**src/rtl/transient_shaper_env_if.sv**
```systemverilog
// Transient shaper sample interface.
// Groups the per-sample strobe, audio and control inputs together with the
// shaped-output signals.
//   master : drives ena, audio_in, attack_gain, sustain_gain, sustain_cut and bypass;
//            receives audio_out, out_valid and clip
//   slave  : the shaper core side (the reverse directions)
interface transient_shaper_env_if #(
  parameter int unsigned IN_W   = 6,
  parameter int unsigned OUT_W  = 8,
  parameter int unsigned GAIN_W = 3
);
  logic              ena;
  logic [IN_W-1:0]   audio_in;
  logic [GAIN_W-1:0] attack_gain;
  logic [GAIN_W-1:0] sustain_gain;
  logic              sustain_cut;
  logic              bypass;
  logic [OUT_W-1:0]  audio_out;
  logic              out_valid;
  logic              clip;

  modport master (
    output ena, audio_in, attack_gain, sustain_gain, sustain_cut, bypass,
    input  audio_out, out_valid, clip
  );

  modport slave (
    input  ena, audio_in, attack_gain, sustain_gain, sustain_cut, bypass,
    output audio_out, out_valid, clip
  );
endinterface

```
**src/rtl/transient_shaper_env.sv**
```systemverilog
// Transient shaper core.
// Tracks a fast and a slow envelope of the unsigned input magnitude. The transient
// part (fast minus slow integer envelope) is boosted by attack_gain. The slow envelope
// is added or subtracted under sustain_gain. The sum is clamped to OUT_W bits.
// Pipeline: capture (N), envelope update (N+1), output register (N+2).
// Ports:
//   clk  : clock
//   rst  : synchronous active-high reset; clears envelopes, pipeline and outputs
//   bus  : slave side of transient_shaper_env_if
//          (ena/audio_in/gains/sustain_cut/bypass in; audio_out/out_valid/clip out)
module transient_shaper_env #(
  parameter int unsigned IN_W    = 6,
  parameter int unsigned OUT_W   = 8,
  parameter int unsigned FAST_SH = 2,
  parameter int unsigned SLOW_SH = 5,
  parameter int unsigned GAIN_W  = 3
) (
  input  logic                  clk,
  input  logic                  rst,
  transient_shaper_env_if.slave bus
);

  localparam int unsigned F     = SLOW_SH;
  localparam int unsigned E     = IN_W + F;
  localparam int unsigned P     = IN_W + GAIN_W;
  localparam int unsigned SUM_W = OUT_W + GAIN_W + 2;

  // Stage 0: captured sample and controls
  logic              v0_q,   v0_d;
  logic [IN_W-1:0]   x0_q,   x0_d;
  logic [GAIN_W-1:0] ga0_q,  ga0_d;
  logic [GAIN_W-1:0] gs0_q,  gs0_d;
  logic              cut0_q, cut0_d;
  logic              byp0_q, byp0_d;

  // Stage 1: sample/controls aligned with the freshly updated envelopes
  logic              v1_q,   v1_d;
  logic [IN_W-1:0]   x1_q,   x1_d;
  logic [GAIN_W-1:0] ga1_q,  ga1_d;
  logic [GAIN_W-1:0] gs1_q,  gs1_d;
  logic              cut1_q, cut1_d;
  logic              byp1_q, byp1_d;

  // Envelope state, fixed point with F fractional bits
  logic [E-1:0]      env_f_q, env_f_d;
  logic [E-1:0]      env_s_q, env_s_d;

  // Output registers
  logic [OUT_W-1:0]  audio_out_q, audio_out_d;
  logic              out_valid_q, out_valid_d;
  logic              clip_q,      clip_d;

  // Datapath intermediates
  logic [E-1:0]      xs;
  logic [IN_W-1:0]   fi;
  logic [IN_W-1:0]   si;
  logic [IN_W-1:0]   tr;
  logic [P-1:0]      prod_a;
  logic [P-1:0]      prod_s;
  logic [SUM_W-1:0]  at_ext;
  logic [SUM_W-1:0]  st_ext;
  logic [SUM_W-1:0]  sum;
  logic [OUT_W-1:0]  y_c;
  logic              clip_c;

  always_comb begin
    // Envelope update for the stage-0 sample. The per-step increment is
    // (xs - env)>>SH in truncated form; modular E-bit arithmetic is exact
    // because the true result always lies in [0, xs_max].
    xs      = {x0_q, {F{1'b0}}};
    env_f_d = env_f_q;
    env_s_d = env_s_q;
    if (v0_q) begin
      env_f_d = env_f_q + (xs >> FAST_SH) - (env_f_q >> FAST_SH);
      env_s_d = env_s_q + (xs >> SLOW_SH) - (env_s_q >> SLOW_SH);
    end

    // Shaping from the stage-1 sample and the post-update envelopes
    fi     = env_f_q[E-1:F];
    si     = env_s_q[E-1:F];
    tr     = (fi > si) ? (fi - si) : '0;
    prod_a = P'(tr) * P'(ga1_q);
    prod_s = P'(si) * P'(gs1_q);
    at_ext = SUM_W'(prod_a >> 1);
    st_ext = SUM_W'(prod_s >> 1);
    // Two's-complement sum; SUM_W leaves headroom so the sign bit is reliable
    sum    = SUM_W'(x1_q) + at_ext + (cut1_q ? -st_ext : st_ext);

    y_c    = '0;
    clip_c = 1'b0;
    if (byp1_q) begin
      y_c = OUT_W'(x1_q);
    end else if (sum[SUM_W-1]) begin
      y_c = '0;
    end else if (|sum[SUM_W-2:OUT_W]) begin
      y_c    = '1;
      clip_c = 1'b1;
    end else begin
      y_c = sum[OUT_W-1:0];
    end

    // Stage 0 capture
    v0_d   = bus.ena;
    x0_d   = x0_q;
    ga0_d  = ga0_q;
    gs0_d  = gs0_q;
    cut0_d = cut0_q;
    byp0_d = byp0_q;
    if (bus.ena) begin
      x0_d   = bus.audio_in;
      ga0_d  = bus.attack_gain;
      gs0_d  = bus.sustain_gain;
      cut0_d = bus.sustain_cut;
      byp0_d = bus.bypass;
    end

    // Stage 1 advance
    v1_d   = v0_q;
    x1_d   = x1_q;
    ga1_d  = ga1_q;
    gs1_d  = gs1_q;
    cut1_d = cut1_q;
    byp1_d = byp1_q;
    if (v0_q) begin
      x1_d   = x0_q;
      ga1_d  = ga0_q;
      gs1_d  = gs0_q;
      cut1_d = cut0_q;
      byp1_d = byp0_q;
    end

    // Output stage: audio_out/clip hold between valid samples
    out_valid_d = v1_q;
    audio_out_d = audio_out_q;
    clip_d      = clip_q;
    if (v1_q) begin
      audio_out_d = y_c;
      clip_d      = clip_c;
    end
  end

  always_ff @(posedge clk) begin
    if (rst) begin
      v0_q        <= 1'b0;
      x0_q        <= '0;
      ga0_q       <= '0;
      gs0_q       <= '0;
      cut0_q      <= 1'b0;
      byp0_q      <= 1'b0;
      v1_q        <= 1'b0;
      x1_q        <= '0;
      ga1_q       <= '0;
      gs1_q       <= '0;
      cut1_q      <= 1'b0;
      byp1_q      <= 1'b0;
      env_f_q     <= '0;
      env_s_q     <= '0;
      audio_out_q <= '0;
      out_valid_q <= 1'b0;
      clip_q      <= 1'b0;
    end else begin
      v0_q        <= v0_d;
      x0_q        <= x0_d;
      ga0_q       <= ga0_d;
      gs0_q       <= gs0_d;
      cut0_q      <= cut0_d;
      byp0_q      <= byp0_d;
      v1_q        <= v1_d;
      x1_q        <= x1_d;
      ga1_q       <= ga1_d;
      gs1_q       <= gs1_d;
      cut1_q      <= cut1_d;
      byp1_q      <= byp1_d;
      env_f_q     <= env_f_d;
      env_s_q     <= env_s_d;
      audio_out_q <= audio_out_d;
      out_valid_q <= out_valid_d;
      clip_q      <= clip_d;
    end
  end

  assign bus.audio_out = audio_out_q;
  assign bus.out_valid = out_valid_q;
  assign bus.clip      = clip_q;

endmodule

```
**src/flat_wrapper.sv**
```systemverilog
// flat-port wrapper written by rule: the top's interface ports become plain ports
module transient_shaper_env_flat 
#(
  parameter int unsigned IN_W    = 6,
  parameter int unsigned OUT_W   = 8,
  parameter int unsigned FAST_SH = 2,
  parameter int unsigned SLOW_SH = 5,
  parameter int unsigned GAIN_W  = 3
)
  (clk, rst, bus_ena, bus_audio_in, bus_attack_gain, bus_sustain_gain, bus_sustain_cut, bus_bypass, bus_audio_out, bus_out_valid, bus_clip);
  transient_shaper_env_if #(.IN_W(IN_W), .OUT_W(OUT_W), .GAIN_W(GAIN_W)) bus_i ();
  input  logic clk;
  input  logic rst;
  input wire logic [$bits(bus_i.ena)-1:0] bus_ena;
  input wire logic [$bits(bus_i.audio_in)-1:0] bus_audio_in;
  input wire logic [$bits(bus_i.attack_gain)-1:0] bus_attack_gain;
  input wire logic [$bits(bus_i.sustain_gain)-1:0] bus_sustain_gain;
  input wire logic [$bits(bus_i.sustain_cut)-1:0] bus_sustain_cut;
  input wire logic [$bits(bus_i.bypass)-1:0] bus_bypass;
  output wire logic [$bits(bus_i.audio_out)-1:0] bus_audio_out;
  output wire logic [$bits(bus_i.out_valid)-1:0] bus_out_valid;
  output wire logic [$bits(bus_i.clip)-1:0] bus_clip;
  assign bus_i.ena = bus_ena;
  assign bus_i.audio_in = bus_audio_in;
  assign bus_i.attack_gain = bus_attack_gain;
  assign bus_i.sustain_gain = bus_sustain_gain;
  assign bus_i.sustain_cut = bus_sustain_cut;
  assign bus_i.bypass = bus_bypass;
  assign bus_audio_out = bus_i.audio_out;
  assign bus_out_valid = bus_i.out_valid;
  assign bus_clip = bus_i.clip;
  transient_shaper_env #(.IN_W(IN_W), .OUT_W(OUT_W), .FAST_SH(FAST_SH), .SLOW_SH(SLOW_SH), .GAIN_W(GAIN_W)) u_core (.clk(clk), .rst(rst), .bus(bus_i));
endmodule
```
**config.mk**
```make
export PLATFORM = sky130hd
export DESIGN_NAME = transient_shaper_env_flat
export DESIGN_NICKNAME = d
export VERILOG_FILES = /design/src/rtl/transient_shaper_env_if.sv /design/src/rtl/transient_shaper_env.sv /design/src/flat_wrapper.sv
export SDC_FILE = /design/constraint.sdc
export NUM_CORES = 1
export LEC_CHECK = 0
export ABC_AREA = 1
export ABC_CLOCK_PERIOD_IN_PS = 10600
export CAP_MARGIN = 20
export CORE_MARGIN = 3
export CORE_UTILIZATION = 30
export DETAILED_ROUTE_END_ITERATION = 8
export DONT_BUFFER_PORTS = 1
export PLACE_DENSITY_LB_ADDON = 0.15
export SLEW_MARGIN = 20
export SYNTH_ARGS = -nofsm -noshare
export SYNTH_HDL_FRONTEND = slang
export SYNTH_SLANG_ARGS = --single-unit
```
**constraint.sdc**
```tcl
create_clock -name clk -period 10.6 [get_ports clk]
set_input_delay 3.18 -clock clk [delete_from_list [all_inputs] [get_ports clk]]
set_output_delay 3.18 -clock clk [all_outputs]
set_load 0.02 [all_outputs]
```
==> impl_metrics.ini <==
[outcome]
run_status = finished, final reports clean

[run]
cap_violations = 0

[synthesis]
syn_area_um2 = 5670
syn-instance-count = 798
synth_top_family_by_area = adder cells
synthAdderAreaFrac = 0.226
synthMuxAreaShare = 0
synthDistinctLibCells = 43
yosys.area_share.simple = 0.223
synth_top_area_frac = 0.219
synth_compound_area_frac = 0.157
synth_area_leaders = dfxtp_1, ha_1, inv_1
synth.ff_latch_count = 62
synth_nets = 902
synth_area_leader_cell = dfxtp_1
ys_seq_area_frac = 0.219
synth_warnings = 0
avgSynthCellArea_um2 = 7.11
synthXorXnorAreaFrac = 0.0525

[critical_path]
reg2reg_depth = 39
rrSetupSlack_ns = 4.35
path_common_cell = nand2_1
endpoint_kind = flop
critical_path_class = reg2reg
rr_endpoint = u_core.bus.audio_out[0]
path_max_fanout = 8
crit_family = adder cells
startpoint_type = flop
critical_path_arrival_ns = 6.53
cpPeakStageDelay_ns = 0.49
path_buf_inv = 6
critical_path_required_ns = 10.87
r2r-start = u_core.env_s_q[7]
cp_slowest_cell = fa_1

[route]
ant_nets = 0
vias = 4657
dr.pass1.iters = 4
finalWirelength_um = 13300
wl_per_cell_um = 13.0
drt-initial-drc-count = 154
route.detailed.drc = 0
vias_per_cell = 4.53

[timing]
slew_headroom = 0.622
setup_viol = 0
slew_violations = 0
skew_ns = 0.00660
fin_crit_ns = 6.25
fmax_ghz = 0.160
setup_tns_ns = 0
post-route-period-util = 0.590
hold_viol_final = 0
worst_pin_slew_ns = 0.566
rsz0062_at_grt = no

[cts]
cts-root-buf = clkbuf_16
numCtsBuffers = 9
cts-resized-gates = 0
h-tree-depth = 3
clock_latency_ns = 0.33
cts_sinks = 62
cts_setup_buffers = 0
cts_tree = done
clock_path_buffers = 2
clk_pin_slew_ns = 0.06
cts_hold_buf = 0

[floorplanning]
start_util = 0.311
die_w_um = 144
dieArea_um2 = 20600
coreArea_um2 = 18300
fp-row-count = 49
ioPinCount = 27
die_height_um = 144

[pwr]
totalPowerFinal_uw = 976
p_per_area_nw_per_um2 = 158
vdd_drop_max_uv = 108
leakagePower_nw = 3.17

[finish]
drive_above_1_share = 0.0752
multi_input_area_um2 = 3740
seqCellArea_um2 = 1240
area_delta_synth_final_pct = 9.02
final_cell_mix = inv_1, nand2_1, nor2_1
antenna_cells = 0
layout_commonest_cell = inv_1
fin_util = 0.339
nFillCells = 1993
fin_nets = 897

[global_route]
grt_max_degree = 39
grt_pass1_vias = 4736
grt_overflow_total = 0
grt_pass1_wl_um = 23400
antenna_found_initial = 0
track_usage = 0.143

[hold_path]
holdPathEnd = u_core.gs1_q[0]
min_from = u_core.gs0_q[0]
whs_path_depth = 2
hp-class = reg2reg

[placement]
io_buffers = 0
routabilityCongestion = 0.814
dp_hpwl_um = 10900
## area by class of cell
cell class / instances / share of cell area
repair buffers: 3 / 0.00364
well taps: 229 / 0.0463
inverters: 158 / 0.0963
multi-input cells: 559 / 0.604
clock inverters: 5 / 0.00951
flip-flops and latches: 62 / 0.201
clock buffers: 11 / 0.0392
## sequential cells by signal, summed over array words and instances (netlist names), 3 cells and up
register and cells:
u_core.ga0_q 3, u_core.env_f_q 11, u_core.ga1_q 3, u_core.gs1_q 3
u_core.env_s_q 11, u_core.bus.audio_out 8, u_core.gs0_q 3, u_core.x1_q 6
u_core.x0_q 6
## routing by layer
metal  track usage  vias up  share of wire
met4        0.0367        0          0.015
met5             0        -              0
met1         0.194     2059           0.51
li1              -     2527              -
met3        0.0276       11          0.034
met2         0.233       60           0.44
## cells in the mapped netlist
library cell / count
inv_1: 151
clkbuf_8: 2
a21oi_1: 67
ha_1: 61
nand3_1: 34
nand3_2: 7
nand3b_1: 2
xor2_1: 23
a211oi_1: 2
o221ai_1: 1
a31oi_1: 3
o21a_1: 1
o21ai_0: 58
nand2_4: 4
o21bai_1: 4
a21oi_4: 1
nand2_1: 133
nand4_1: 6
a21o_1: 6
nor2_1: 73
clkinv_1: 3
o31a_1: 1
nor2_4: 3
o21ai_1: 2
nor2_2: 4
or2_2: 1
o211ai_1: 1
o2111ai_1: 1
nor3_1: 2
fa_1: 26
nand2_2: 7
clkbuf_1: 15
o21ai_2: 1
a21oi_2: 9
buf_6: 1
nor4_1: 2
inv_2: 3
nand3_4: 1
dfxtp_1: 62
xnor2_1: 11
nor3b_1: 1
inv_4: 1
buf_1: 1
## metrics by stage
step / cell area (um2) / setup slack (ns) / hold WS [ns] / std cells
5_1_grt: 6190 / 3.61 / 0.523 / 1027
4_1_cts: 6190 / 4.36 / 0.487 / 1027
2_1_floorplan: 5670 / 5.01 / 0.449 / 798
3_5_place_dp: 5880 / 4.39 / 0.471 / 1011
3_3_place_gp: 5880 / 4.49 / 0.472 / 1011
6_report: 6190 / 4.35 / 0.477 / 1027
## where the power goes
| part | internal, mW | switching [mW] | total [mW] |
|---|---|---|---|
| sequential | 0.253 | 0.0229 | 0.275 |
| combinational | 0.158 | 0.246 | 0.404 |
| clock | 0.188 | 0.109 | 0.297 |
## worst max path at each step
stage                                 start                      end  cells after the start  slack, ns
final                     u_core.env_s_q[7]  u_core.bus.audio_out[0]                     39       4.35
after global routing      u_core.env_s_q[7]  u_core.bus.audio_out[0]                     39       3.61
after CTS                 u_core.env_s_q[7]  u_core.bus.audio_out[0]                     39       4.36
after detailed placement  u_core.env_s_q[7]  u_core.bus.audio_out[0]                     37       4.39
after global placement    u_core.env_s_q[7]  u_core.bus.audio_out[0]                     37       4.49
after floorplan           u_core.env_s_q[7]  u_core.bus.audio_out[4]                     38       5.01
## worst register-to-register path: cells and delay by family (launching register included)
kind	cells	cell delay (ns)
AO/OA/AOI/OAI	8	1.30
XOR/XNOR	1	0.17
adder cells (fa/ha/maj)	6	2.17
buffers and inverters	6	0.49
flip-flops	1	0.48
AND/OR/NAND/NOR	18	1.57
## kinds of logic (layout without fill, tap and decap cells)
kind of cell | after synthesis | in the layout
compound gates | 158 | 158
xor+xnor | 34 | 34
fa+ha+maj | 87 | 87
buf+inv | 177 | 177
flops | 62 | 62
simple gates | 280 | 280
No activity file was read; power rests on OpenSTA's default activity.
